==> src/rtl/seq_detect_moore.sv <==
// Runtime-programmable Moore serial pattern detector with overlap control
// and a saturating match counter.
module seq_detect_moore #(
  parameter int MAX_LEN = 8,
  parameter int LEN_W   = $clog2(MAX_LEN+1),
  parameter int CNT_W   = 8,
  parameter logic [MAX_LEN-1:0] DEF_PATTERN = 'b01,
  parameter logic [LEN_W-1:0]   DEF_LEN     = 2
) (
  input  logic               clk,
  input  logic               reset,
  input  logic               en,
  input  logic               a,
  input  logic               cfg_load,
  input  logic [MAX_LEN-1:0] cfg_pattern,
  input  logic [LEN_W-1:0]   cfg_len,
  input  logic               cfg_overlap,
  input  logic               clear_cnt,
  output logic               y,
  output logic [CNT_W-1:0]   match_cnt,
  output logic               cfg_err
);

  typedef enum logic [1:0] {FILL, HUNT, HIT} state_t;

  state_t             state;
  logic [MAX_LEN-1:0] hist, pat;
  logic [LEN_W-1:0]   fill, len;
  logic               ovl;

  logic [MAX_LEN-1:0] hist_nx, mask;
  logic [MAX_LEN:0]   mask_full;
  logic [LEN_W-1:0]   fill_nx;
  logic               len_ok, cfg_len_ok, match, hit_entry;

  assign len_ok     = (len != '0) && (len <= LEN_W'(MAX_LEN));
  assign cfg_len_ok = (cfg_len != '0) && (cfg_len <= LEN_W'(MAX_LEN));
  assign hist_nx    = {hist[MAX_LEN-2:0], a};
  assign fill_nx    = (fill == LEN_W'(MAX_LEN)) ? fill : fill + 1'b1;
  // Mask is only meaningful for legal lengths; match is gated by len_ok.
  assign mask_full  = ({{MAX_LEN{1'b0}}, 1'b1} << len) - 1'b1;
  assign mask       = mask_full[MAX_LEN-1:0];
  assign match      = len_ok && (fill_nx >= len) && (((hist_nx ^ pat) & mask) == '0);
  assign hit_entry  = !cfg_load && en && match;
  assign y          = (state == HIT);

  always_ff @(posedge clk or negedge reset) begin
    if (!reset) begin
      state   <= FILL;
      hist    <= '0;
      fill    <= '0;
      pat     <= DEF_PATTERN;
      len     <= DEF_LEN;
      ovl     <= 1'b1;
      cfg_err <= 1'b0;
    end else if (cfg_load) begin
      // A bit arriving on the load edge is dropped along with the history.
      state   <= FILL;
      hist    <= '0;
      fill    <= '0;
      pat     <= cfg_pattern;
      len     <= cfg_len;
      ovl     <= cfg_overlap;
      cfg_err <= !cfg_len_ok;
    end else if (en) begin
      hist <= hist_nx;
      fill <= (match && !ovl) ? '0 : fill_nx;
      if (match)                          state <= HIT;
      else if (len_ok && fill_nx >= len)  state <= HUNT;
      else                                state <= FILL;
    end
  end

  always_ff @(posedge clk or negedge reset) begin
    if (!reset)
      match_cnt <= '0;
    else if (clear_cnt)
      match_cnt <= hit_entry ? CNT_W'(1) : '0;
    else if (hit_entry && match_cnt != '1)
      match_cnt <= match_cnt + 1'b1;
  end

endmodule

==> config.mk <==
export PLATFORM = sky130hd
export DESIGN_NAME = seq_detect_moore
export DESIGN_NICKNAME = d
export VERILOG_FILES = /design/src/rtl/seq_detect_moore.sv
export SDC_FILE = /design/constraint.sdc
export NUM_CORES = 1
export LEC_CHECK = 0
export BUFFER_PORTS_ARGS = -buffer_cell sky130_fd_sc_hd__buf_2
export CAP_MARGIN = 20
export CELL_PAD_IN_SITES_DETAIL_PLACEMENT = 0
export CELL_PAD_IN_SITES_GLOBAL_PLACEMENT = 2
export CORE_MARGIN = 3
export CORE_UTILIZATION = 27
export CTS_CLUSTER_DIAMETER = 100
export DETAILED_ROUTE_END_ITERATION = 8
export GPL_ROUTABILITY_DRIVEN = 0
export GPL_TIMING_DRIVEN = 0
export HOLD_SLACK_MARGIN = 0.15
export PLACE_DENSITY_LB_ADDON = 0.1
export SETUP_SLACK_MARGIN = 0.05
export SLEW_MARGIN = 15
export SYNTH_ARGS = -nofsm -noshare
export SYNTH_HDL_FRONTEND = slang
export SYNTH_SLANG_ARGS = --single-unit
export TNS_END_PERCENT = 5
==> constraint.sdc <==
create_clock -name clk -period 3.2 [get_ports clk]
set_input_delay 0 -clock clk [delete_from_list [all_inputs] [get_ports clk]]
set_output_delay 0 -clock clk [all_outputs]
set_load 0.1 [all_outputs]
==> results.tsv <==
metric	value	unit
r2r_start	len[2]$_DFFE_PN0P_	
synth.distinct_cells	40	
cpMaxStageDelayCell	or4_4	
yosysTopAreaCell	dfrtp_1	
avgSynthCellArea	10.16	sq um
start_kind	register	
path_class	reg2reg	
drt_iter0_markers	36	
fin_nets	278	
reg2regPathDepth	9	
antenna_found_initial	0	
path_depth	9	
cts.sinks	35	
gr-total-overflow	0	
hp-class	in2reg	
path_buf_inv	1	
ir_worst_vdd	0.1846	mV
crit_fanout	9	
yosysMostFrequentCell	dfrtp_1	
die_area	8483	sq um
synthArstFlopShare	1.000	
cp_data_required_time	3370	ps
p_total	1.172	mW
avgViaCountPerCell	4.543	
grtUsageTotal	0.1154	
relSlewSlack	0.4516	
cts_buffers	5	
synthesis.area	2002	sq um
grt_max_degree	36	
cap_violations	0	
period_share	0.9249	
htreeDepth	2	
synth.yosys.warnings	0	
drc	0	
leakage	1.147	nW
clock_skew	5.611	ps
clk_pin_slew	80	ps
p_per_area	449.0	nW/um^2
dpl.hpwl	3.363	mm
ys_seq_area_frac	0.4394	
grt_pass1_wl	7.776	mm
dr.pass1.iters	4	
synth.net_count	224	
worstPathCellList	buf_6 > or4_4 > ha_1 > and2_1 > o211ai_1 > a21o_1 > or3b_2 > nor3_1 > mux2_2	
cts_buffer_depth	2	
finalSetupTns	0	ps
timing.rr.end	match_cnt[5]$_DFFE_PN0P_	
rsz0062_at_grt	yes	
synth_ff_type	dfrtp_1	
fp.dieH	92.11	um
crit_family	simple AND/OR/NAND/NOR gates	
grt_pass1_vias	1688	
arrival	3130	ps
die_w	92.11	um
port_buffers	26	
synth-edff-count	0	
rows	30	
syn2layout_area_growth	30.37	%
syn_inst	197	
route.vias.total	1581	
hold_viol_final	0	
tightest_slew	822.6	ps
num_antenna_cells	0	
worstHoldPathCells	3	
rrSetupSlack	240	ps
max_stage_delay	540	ps
drive_gt1_frac	0.2659	
synth-seq-cells	35	
wl_per_cell	13.25	um
endpoint_kind	register	
max_freq	337.9	MHz
wl	4.610	mm
start_util	0.2867	
report.final.slew_viol_count	0	
coreArea	6982	sq um
setup_viol	0	
netlist_top_cells_count	dfrtp_1, nor2_1, nand2_1	
cts_root_buf	clkbuf_8	
synth_area_leaders	dfrtp_1, mux2_2, ha_1, mux2i_1, dfstp_2	
status	finished clean	
period_needed	2960	ps
ant_nets	0	
cts_tree	built	
synth_top_area_frac	0.4000	
clk_latency	280	ps
crit_start	len[2]$_DFFE_PN0P_	
ios	29	
crit_path_end	match_cnt[5]$_DFFE_PN0P_	
-- per-stage QoR --
step | area [sq um] | worst slack (ps) | util | hold slack [ps] | cells
after floorplan | 2002 | 365.0 | - | -295.6 | 197
after global placement | 2252 | -117.3 | 0.3226 | 138.0 | 319
after detailed placement | 2252 | -157.9 | 0.3226 | 152.6 | 319
after CTS | 2555 | 137.2 | 0.3660 | 152.9 | 343
after global routing | 2610 | 25.59 | 0.3738 | 162.2 | 348
final | 2610 | 240.2 | 0.3738 | 158.2 | 348
-- cells in the final DEF (no fill, tap or decap), types with 6 or more instances in the layout --
master / synthesis / routed
a21oi_1: 6 / 6
buf_2: 1 / 27
buf_4: 1 / 6
dfrtp_1: 32 / 32
dlygate4sd3_1: 1 / 17
ha_1: 8 / 8
inv_1: 9 / 9
mux2_2: 13 / 13
mux2i_1: 8 / 8
nand2_1: 15 / 15
nor2_1: 20 / 19
o21ai_0: 14 / 14
xnor2_1: 8 / 8
-- final cells by class --
| class | instances | area [sq um] |
|---|---|---|
| plain buffers | 8 | 56.30 |
| clock inverters | 3 | 67.56 |
| well taps | 96 | 120.1 |
| multi-input cells | 145 | 1056 |
| repair buffers | 47 | 327.8 |
| clock buffers | 5 | 68.82 |
| flip-flops and latches | 35 | 879.6 |
| fillers | 738 | 4372 |
| inverters | 9 | 33.78 |
-- flip-flops by register name (all words and copies together) (netlist names) --
name,cells
cfg_err,1
hist,7
len,4
pat,8
match_cnt,8
ovl,1
state,2
fill,4
-- worst min path at each step --
stage	startpoint	endpoint	slack, ps
6_report	en	hist[0]$_DFFE_PN0P_	160
4_1_cts	en	hist[0]$_DFFE_PN0P_	150
3_5_place_dp	reset	fill[1]$_DFFE_PN0P_	150
5_1_grt	en	hist[2]$_DFFE_PN0P_	160
2_1_floorplan	reset	cfg_err$_DFFE_PN0P_	-300
3_3_place_gp	reset	fill[0]$_DFFE_PN0P_	140
-- power by group --
group | switching (mW) | total, mW | internal, mW
Sequential | 0.0179 | 0.485 | 0.467
Combinational | 0.112 | 0.210 | 0.0983
Clock | 0.166 | 0.477 | 0.311
-- worst reg2reg max path: stages (launching register included) --
cell	delay, ps
dfrtp_1	370
buf_6	130
or4_4	540
ha_1	290
and2_1	160
o211ai_1	180
a21o_1	180
or3b_2	470
nor3_1	160
mux2_2	350
-- layer usage --
layer,track usage,vias to the layer above,wire length (um)
li1,-,800,-
met1,0.1310,750,2101
met2,0.2117,26,2312
met3,0.02953,5,151
met4,0.03342,0,45
met5,0,-,0
-- cells by family after synthesis --
group | after synthesis | share of synthesized area
multiplexers | 21 | 0.1131
AO/OA/AOI/OAI | 32 | 0.1038
XOR/XNOR | 12 | 0.05250
AND/OR/NAND/NOR | 72 | 0.1962
buffers and inverters | 17 | 0.04500
flip-flops | 35 | 0.4394
adder cells (fa/ha/maj) | 8 | 0.05000
-- repair_timing --
| item | in CTS | in global routing |
|---|---|---|
| pin swaps | 0 | 5 |
| endpoints found under the setup margin | 6 | 7 |
| resized for setup | 1 | 4 |
| hold endpoints to repair | 50 | 0 |
| setup buffers | 0 | 5 |
| hold buffers | 16 | 0 |
Note: power is estimated with default switching activity, not from simulation.
